## src/rtl/stress_pkg.sv

```systemverilog
// Shared types and default constants for the stress-cell ramp sequencer.
package stress_pkg;

  localparam int DEF_NUM_BANKS   = 8;
  localparam int DEF_RAMP_CYCLES = 1024;
  localparam int DEF_CNT_W       = 32;

  // Feedback taps of the checksum LFSR: bits 15, 13, 12 and 10.
  localparam logic [15:0] SIG_TAPS = 16'hB400;

  typedef enum logic [2:0] {
    ST_IDLE      = 3'd0,
    ST_RAMP_UP   = 3'd1,
    ST_HOLD      = 3'd2,
    ST_RAMP_DOWN = 3'd3,
    ST_DONE      = 3'd4
  } stress_state_t;

endpackage

```

## src/rtl/stress_signature.sv

```systemverilog
// 16-bit LFSR checksum: shifts in one data bit per enabled cycle, clear wins over enable.
module stress_signature
  import stress_pkg::*;
(
  input  logic        clk,
  input  logic        reset,
  input  logic        clear,
  input  logic        enable,
  input  logic        data_bit,
  output logic [15:0] signature
);

  always_ff @(posedge clk or posedge reset) begin
    if (reset) begin
      signature <= '0;
    end else if (clear) begin
      signature <= '0;
    end else if (enable) begin
      signature <= {signature[14:0], (^(signature & SIG_TAPS)) ^ data_bit};
    end
  end

endmodule

```

## src/rtl/stress_sequencer.sv

```systemverilog
// Ramps stress banks on one at a time, holds full load, ramps them off again;
// abort drops every bank on the next edge. The FSM state is exported for debug.
module stress_sequencer
  import stress_pkg::*;
#(
  parameter int NUM_BANKS   = DEF_NUM_BANKS,
  parameter int RAMP_CYCLES = DEF_RAMP_CYCLES,
  parameter int CNT_W       = DEF_CNT_W
) (
  input  logic                           clk,
  input  logic                           reset,
  input  logic                           start,
  input  logic                           abort,
  input  logic [CNT_W-1:0]               hold_cycles,
  input  logic [NUM_BANKS-1:0]           bank_dummy,
  output logic [NUM_BANKS-1:0]           bank_enable,
  output logic [$clog2(NUM_BANKS+1)-1:0] active_count,
  output logic                           busy,
  output logic                           done,
  output logic                           aborted,
  output logic [15:0]                    signature,
  output stress_state_t                  state
);

  localparam int AC_W = $clog2(NUM_BANKS + 1);
  localparam int TW   = $clog2(RAMP_CYCLES + 1);
  localparam logic [TW-1:0] TIMER_LAST = TW'(RAMP_CYCLES - 1);

  logic [TW-1:0]    timer;
  logic [CNT_W-1:0] hold_cnt;
  logic [CNT_W-1:0] hold_val;
  logic             hold_last;
  logic             accept;

  assign busy   = (state == ST_RAMP_UP) || (state == ST_HOLD) || (state == ST_RAMP_DOWN);
  assign done   = (state == ST_DONE);
  assign accept = (state == ST_IDLE) && start && !abort;

  // Extra bit keeps the +1 from wrapping; a latched value of 0 still ends after one cycle.
  assign hold_last = ({1'b0, hold_cnt} + (CNT_W+1)'(1)) >= {1'b0, hold_val};

  always_ff @(posedge clk or posedge reset) begin
    if (reset) begin
      state       <= ST_IDLE;
      bank_enable <= '0;
      timer       <= '0;
      hold_cnt    <= '0;
      hold_val    <= '0;
      aborted     <= 1'b0;
    end else if (busy && abort) begin
      state       <= ST_DONE;
      bank_enable <= '0;
      timer       <= '0;
      hold_cnt    <= '0;
      aborted     <= 1'b1;
    end else begin
      case (state)
        ST_IDLE: begin
          if (accept) begin
            state       <= ST_RAMP_UP;
            bank_enable <= NUM_BANKS'(1);
            timer       <= '0;
            hold_cnt    <= '0;
            hold_val    <= hold_cycles;
            aborted     <= 1'b0;
          end
        end
        ST_RAMP_UP: begin
          if (timer == TIMER_LAST) begin
            bank_enable <= {bank_enable[NUM_BANKS-2:0], 1'b1};
            timer       <= '0;
            if (bank_enable[NUM_BANKS-2]) begin
              state    <= ST_HOLD;
              hold_cnt <= '0;
            end
          end else begin
            timer <= timer + 1'b1;
          end
        end
        ST_HOLD: begin
          if (hold_last) begin
            state       <= ST_RAMP_DOWN;
            bank_enable <= bank_enable >> 1;
            timer       <= '0;
            hold_cnt    <= '0;
          end else if (hold_cnt != '1) begin
            hold_cnt <= hold_cnt + 1'b1;
          end
        end
        ST_RAMP_DOWN: begin
          if (timer == TIMER_LAST) begin
            bank_enable <= bank_enable >> 1;
            timer       <= '0;
            if (!bank_enable[1]) begin
              state <= ST_DONE;
            end
          end else begin
            timer <= timer + 1'b1;
          end
        end
        ST_DONE: begin
          state <= ST_IDLE;
        end
        default: begin
          state       <= ST_IDLE;
          bank_enable <= '0;
        end
      endcase
    end
  end

  always_comb begin
    active_count = '0;
    for (int i = 0; i < NUM_BANKS; i++) begin
      active_count = active_count + AC_W'(bank_enable[i]);
    end
  end

  stress_signature u_signature (
    .clk       (clk),
    .reset     (reset),
    .clear     (accept),
    .enable    (busy),
    .data_bit  (^(bank_dummy & bank_enable)),
    .signature (signature)
  );

endmodule

```

## config.mk

```make
export PLATFORM = sky130hd
export DESIGN_NAME = stress_sequencer
export DESIGN_NICKNAME = d
export VERILOG_FILES = /design/src/rtl/stress_pkg.sv /design/src/rtl/stress_signature.sv /design/src/rtl/stress_sequencer.sv
export SDC_FILE = /design/constraint.sdc
export NUM_CORES = 1
export LEC_CHECK = 0
export ABC_AREA = 0
export CAP_MARGIN = 20
export CORE_MARGIN = 2
export CORE_UTILIZATION = 55
export CTS_CLUSTER_SIZE = 16
export DETAILED_ROUTE_END_ITERATION = 10
export PLACE_DENSITY = 0.84
export SLEW_MARGIN = 20
export SYNTH_ARGS = -nofsm -noshare
export SYNTH_HDL_FRONTEND = slang
export SYNTH_SLANG_ARGS = --single-unit
```

## constraint.sdc

```tcl
create_clock -name clk -period 5.45 [get_ports clk]
set_input_delay 0.8175 -clock clk [delete_from_list [all_inputs] [get_ports clk]]
set_output_delay 0.8175 -clock clk [all_outputs]
set_load 0.05 [all_outputs]
```

==> out/results.ini, run 1 <==
[run_status]
status=finished clean

[route]
route.met2.wl_um=5982
first_pass_iters=4
num_vias=4590
viasPerCell=5.709
wl_met3_um=477
drt-met1-wl_um=5717
drt-total-wl_um=12480
drtIter0Drc=372
highest_layer=met4
postRouteAntennaNets=0
remaining_drc_errors=0
wl_per_cell_um=15.52

[pwr]
irDropWorstVdd_mv=0.2738
power_density_mw_per_mm2=379.4
leakagePower_nw=3.320

[synthesis]
yosysWarningCount=0
async_flop_share_pct=100.0
synth-edff-count=0
syn-cell-area_sq_mm=0.005968
synth_area_per_cell_sq_um=10.15
synth_cell_types=53
synthTopCellsByArea=dfrtp_1, ha_1, mux2_2, a22o_1, xnor2_1
yosysTopAreaCellShare_pct=43.19
postSynthCellCount=588
syn_nets=673
ys_ff_latch=103
seq_area_frac_synth_pct=43.19
synth_largest_area_cell=dfrtp_1
synth_most_common_cell=dfrtp_1
synth_ff_type=dfrtp_1
synth_commonest_cells=dfrtp_1, inv_1, nand2_1

[floorplanning]
rows=38
die-area_sq_mm=0.01170
coreArea_sq_mm=0.01070
die_x_um=108.2
die_h_um=108.2
ioPinCount=78
start_util_pct=55.79

[clock_network]
clockRootBuffer=clkbuf_8
tritoncts=built
insertion_delay_ns=0.38
htreeDepth=3
clk_path_buf_depth=2
cts.sinks=103
path_clk_slew_ns=0.08
cts.repair.resized=0
cts_buffers=9
cts_setup_buffers=0
hold_buffers=0

[critical_path]
r2r-start=hold_cnt[0]$_DFFE_PP0P_
path_buf_inv=4
rr_endpoint=hold_cnt[24]$_DFFE_PP0P_
path_cells=fa_1 > inv_1 > fa_1 > fa_1 > inv_1 > ha_1 > inv_1 > fa_1 > xnor2_1 > clkdlybuf4s50_1
critical_path.max_stage_delay_ns=0.82
r2r_slack_ns=0.92
crit_path_frequent_cell=fa_1
arrival_ns=3.94
crit_family=adder cells
critical_path_required_ns=4.63
slowest_stage=clkdlybuf4s50_1
cp_max_fo=7
start_kind=flop
end_kind=output pin
r2r_cells=16
path_class=flop to output pin

[timing]
fmax_mhz=210.0
slew_headroom_pct=41.89
final_hold_viol_count=0
period_needed_ns=4.762
fin_setup_tns_ns=0
clock_skew_ns=0.01145
worst_pin_slew_ns=0.8716
setup_violations=0
rsz0062_at_grt=false
period_share_pct=87.37
maxSlewViolCount=0

[run]
maxCapViolCount=0

[global_routing]
grtUsageTotal_pct=23.12
grt_antenna_before_repair=0
grt_overflow=0
grt_pass1_wl_um=21450
grt_pass1_vias=4540
grt_start_max_net_pins=61

[place]
dpl_cell_area_sq_mm=0.006872
io_buffers=77
place_congestion=0.8853
hpwl_um=9233

[layout]
drive_above_1_share_pct=9.488
fin_nets=745
final_area_sq_mm=0.007061
antenna_cells=0
areaGrowthSynthToFinish_pct=18.30

[min_path]
min_to=timer[9]$_DFFE_PP0P_
hold_depth=1
hp-class=flop to flop
min-delay-start=timer[9]$_DFFE_PP0P_

==> power breakdown <==
group	switching (mW)	internal, mW
registers	0.132	0.939
logic	0.676	0.455
clock network	0.255	0.223
total	1.06	1.62
==> per-layer routing <==
layer | global-route usage [%] | up-vias
li1 | - | 2223
met1 | 31.65 | 2229
met2 | 36.88 | 115
met3 | 3.195 | 23
met4 | 10.16 | 0
met5 | 0 | -
==> layout make-up <==
type	instances	area [sq um]
Tap cell	140	175.2
Clock inverter	3	43.79
Clock buffer	12	145.1
Sequential cell	103	2577
Fill cell	844	3637
Multi-Input combinational cell	406	3090
Timing Repair Buffer	82	808.3
Inverter	58	220.2
==> cell usage in the layout, fill, tap and decap left out, types with 15 or more instances in the layout <==
cell,synthesis,routed
nand2_1,52,52
xor2_1,15,15
ha_1,37,37
mux2_2,35,35
xnor2_1,30,30
nand3_1,22,22
dfrtp_1,103,103
inv_1,58,57
o21ai_0,17,17
a22o_1,37,37
clkdlybuf4s50_1,0,77
nor2_1,32,32
==> stage by stage <==
step / hold WS (ns) / instances / total power [mW] / util [%] / worst slack, ns
floorplan: 0.4495 / 588 / 1.892 / - / 1.067
global placement: 0.4656 / 789 / 2.168 / 64.21 / 1.156
detailed placement: 0.4714 / 789 / 2.221 / 64.23 / 0.9810
CTS: 0.4927 / 804 / 2.704 / 66.00 / 0.6507
global route: 0.5079 / 804 / 2.866 / 66.00 / 0.5475
finish: 0.4978 / 804 / 2.679 / 66.00 / 0.6882
==> flip-flops by register name (all words and copies together), names as in the netlist <==
signal / cells
bank_enable: 8
hold_cnt: 32
timer: 11
u_signature.signature: 16
aborted: 1
hold_val: 32
state: 3
==> logic make-up (layout without fill, tap and decap cells) <==
group / after synthesis / after routing / share of synthesized area (%)
adder cells (fa/ha/maj): 41 / 41 / 9.099
flip-flops: 103 / 103 / 43.19
AND/OR/NAND/NOR: 164 / 164 / 13.63
buffers and inverters: 79 / 155 / 5.073
multiplexers: 42 / 42 / 7.820
XOR/XNOR: 45 / 45 / 6.604
AO/OA/AOI/OAI: 114 / 114 / 14.59
==> worst max-delay path by stage <==
stage | from | slack (ns) | cells past startpoint | end
2_1_floorplan | bank_enable[1]$_DFFE_PP0P_ | 1.07 | 9 | active_count[2]
4_1_cts | bank_enable[0]$_DFFE_PP0P_ | 0.65 | 10 | active_count[2]
3_3_place_gp | bank_enable[1]$_DFFE_PP0P_ | 1.16 | 10 | active_count[2]
6_report | bank_enable[1]$_DFFE_PP0P_ | 0.69 | 10 | active_count[2]
5_1_grt | bank_enable[0]$_DFFE_PP0P_ | 0.55 | 10 | active_count[2]
3_5_place_dp | hold_cnt[0]$_DFFE_PP0P_ | 0.98 | 16 | hold_cnt[21]$_DFFE_PP0P_
No activity file was read; power rests on OpenSTA's default activity.
==> inputs of run 2 (changes only) <==
CORE_UTILIZATION = 50   (was 55)
PLACE_DENSITY = 0.77   (was 0.84)
SKIP_LAST_GASP = 1   (was default)
SLEW_MARGIN = default   (was 20)
==> out/results.ini, run 2 (synthesis results as in run 1) <==
[clock_network]
htreeDepth=3
tritoncts=built
insertion_delay_ns=0.35
clk_path_buf_depth=2
cts_setup_buffers=0
cts_buffers=9
path_clk_slew_ns=0.07
hold_buffers=0
clockRootBuffer=clkbuf_16
cts.repair.resized=0
cts.sinks=103

[route]
drtIter0Drc=389
wl_met3_um=586
postRouteAntennaNets=0
wl_per_cell_um=15.77
drt-met1-wl_um=5927
first_pass_iters=8
viasPerCell=5.666
remaining_drc_errors=4
route.met2.wl_um=6156
drt-total-wl_um=12760
num_vias=4584
highest_layer=met4

[timing]
slew_headroom_pct=36.39
rsz0062_at_grt=false
fmax_mhz=211.0
period_share_pct=86.96
maxSlewViolCount=0
worst_pin_slew_ns=0.9542
setup_violations=0
final_hold_viol_count=0
clock_skew_ns=0.008918
timing.hold.ws_ns=0.5055
fin_ws_ns=0.7109
fin_setup_tns_ns=0
period_needed_ns=4.739

[layout]
regArea_sq_mm=0.002577
final_area_sq_mm=0.007187
final_cell_mix=dfrtp_1, clkdlybuf4s50_1, inv_1, nand2_1
reg_top3=hold_cnt (32), hold_val (32), u_signature.signature (16)
drive_above_1_share_pct=9.910
antenna_cells=0
fin_nets=746
areaGrowthSynthToFinish_pct=20.42
multi_input_comb_area_sq_mm=0.003088
final_common_cell=dfrtp_1
nFillCells=953

[critical_path]
crit_path_frequent_cell=fa_1
slowest_stage=clkdlybuf4s50_1
arrival_ns=3.92
crit_family=adder cells
start_kind=flop
path_class=flop to output pin
cp_max_fo=5
path_cells=fa_1 > inv_1 > fa_1 > fa_1 > inv_1 > ha_1 > inv_1 > fa_1 > xnor2_1 > clkdlybuf4s50_1
end_kind=output pin
path_buf_inv=4
critical_path.max_stage_delay_ns=0.81
critical_path_required_ns=4.63

[global_routing]
grt_overflow=0
grt_antenna_before_repair=0
grt_pass1_vias=4502
grtUsageTotal_pct=20.89
grt_pass1_wl_um=21760
grt_start_max_net_pins=64

[min_path]
hp-class=flop to flop

[pwr]
power_density_mw_per_mm2=399.6
p_total_mw=2.872
irDropWorstVdd_mv=0.1621
leakagePower_nw=3.376

[run_status]
status=finished, violations left
violations=design-rule violations

[place]
io_buffers=77
place_congestion=0.8667
place_ws_ns=1.081
dpl_cell_area_sq_mm=0.006888
hpwl_um=9235

[run]
maxCapViolCount=0

[floorplanning]
die_h_um=113.3
coreArea_sq_mm=0.01152
die_x_um=113.3
start_util_pct=51.83
die-area_sq_mm=0.01283
rows=39
ioPinCount=78

-- run 2: worst register-to-register path, stage by stage (launching register included) --
cell and delay, ns:
dfrtp_1 0.47, nand3_1 0.18, nor3_1 0.51, nand3_1 0.31, nor2_1 0.35, and3_1 0.24, xor2_1 0.09, ha_1 0.31
nand3_1 0.10, nor2_1 0.22, nand3_1 0.12, o21bai_1 0.29, a311oi_4 0.10, a21oi_1 0.79, mux2i_1 0.20
-- run 2: path summary, 6_finish.rpt --
check                                           start                               endpoint  slack [ns]  cells past startpoint
max                        bank_enable[0]$_DFFE_PP0P_                        active_count[2]        0.71                     10
min                          hold_val[31]$_DFFE_PP0P_               hold_val[31]$_DFFE_PP0P_        0.51                      1
max reg2reg                   hold_cnt[2]$_DFFE_PP0P_                   timer[0]$_DFFE_PP0P_        1.00                     14
min reg2reg                  hold_val[31]$_DFFE_PP0P_               hold_val[31]$_DFFE_PP0P_        0.51                      1
max in group asynchronous                       reset                hold_val[7]$_DFFE_PP0P_        3.43                      3
min in group asynchronous                       reset  u_signature.signature[12]$_DFFE_PP0P_        0.96                      2
-- run 2: per-layer routing --
metal  GRT usage, %  vias up
li1               -     2230
met1          28.91     2246
met2          33.45      102
met3          5.249        6
met4          4.715        0
met5              0        -
-- run 2: final cells by class --
class                           instances  share of cell area (%)
Clock buffer                            9                   3.134
Clock inverter                          7                   1.027
Inverter                               58                   3.064
Multi-Input combinational cell        406                   42.97
Sequential cell                       103                   35.86
Tap cell                              143                   2.490
Timing Repair Buffer                   83                   11.46
-- run 2: through the flow --
step / cells / utilization, %
6_report: 809 / 62.41
5_1_grt: 809 / 62.41
4_1_cts: 809 / 62.41
3_5_place_dp: 793 / 59.81
3_3_place_gp: 792 / 59.68
2_1_floorplan: 588 / -
-- run 2: power breakdown --
part	switching (mW)	internal, mW	total [mW]
Combinational	0.686	0.465	1.15
Clock	0.292	0.357	0.648
Sequential	0.133	0.940	1.07
Total	1.11	1.76	2.87
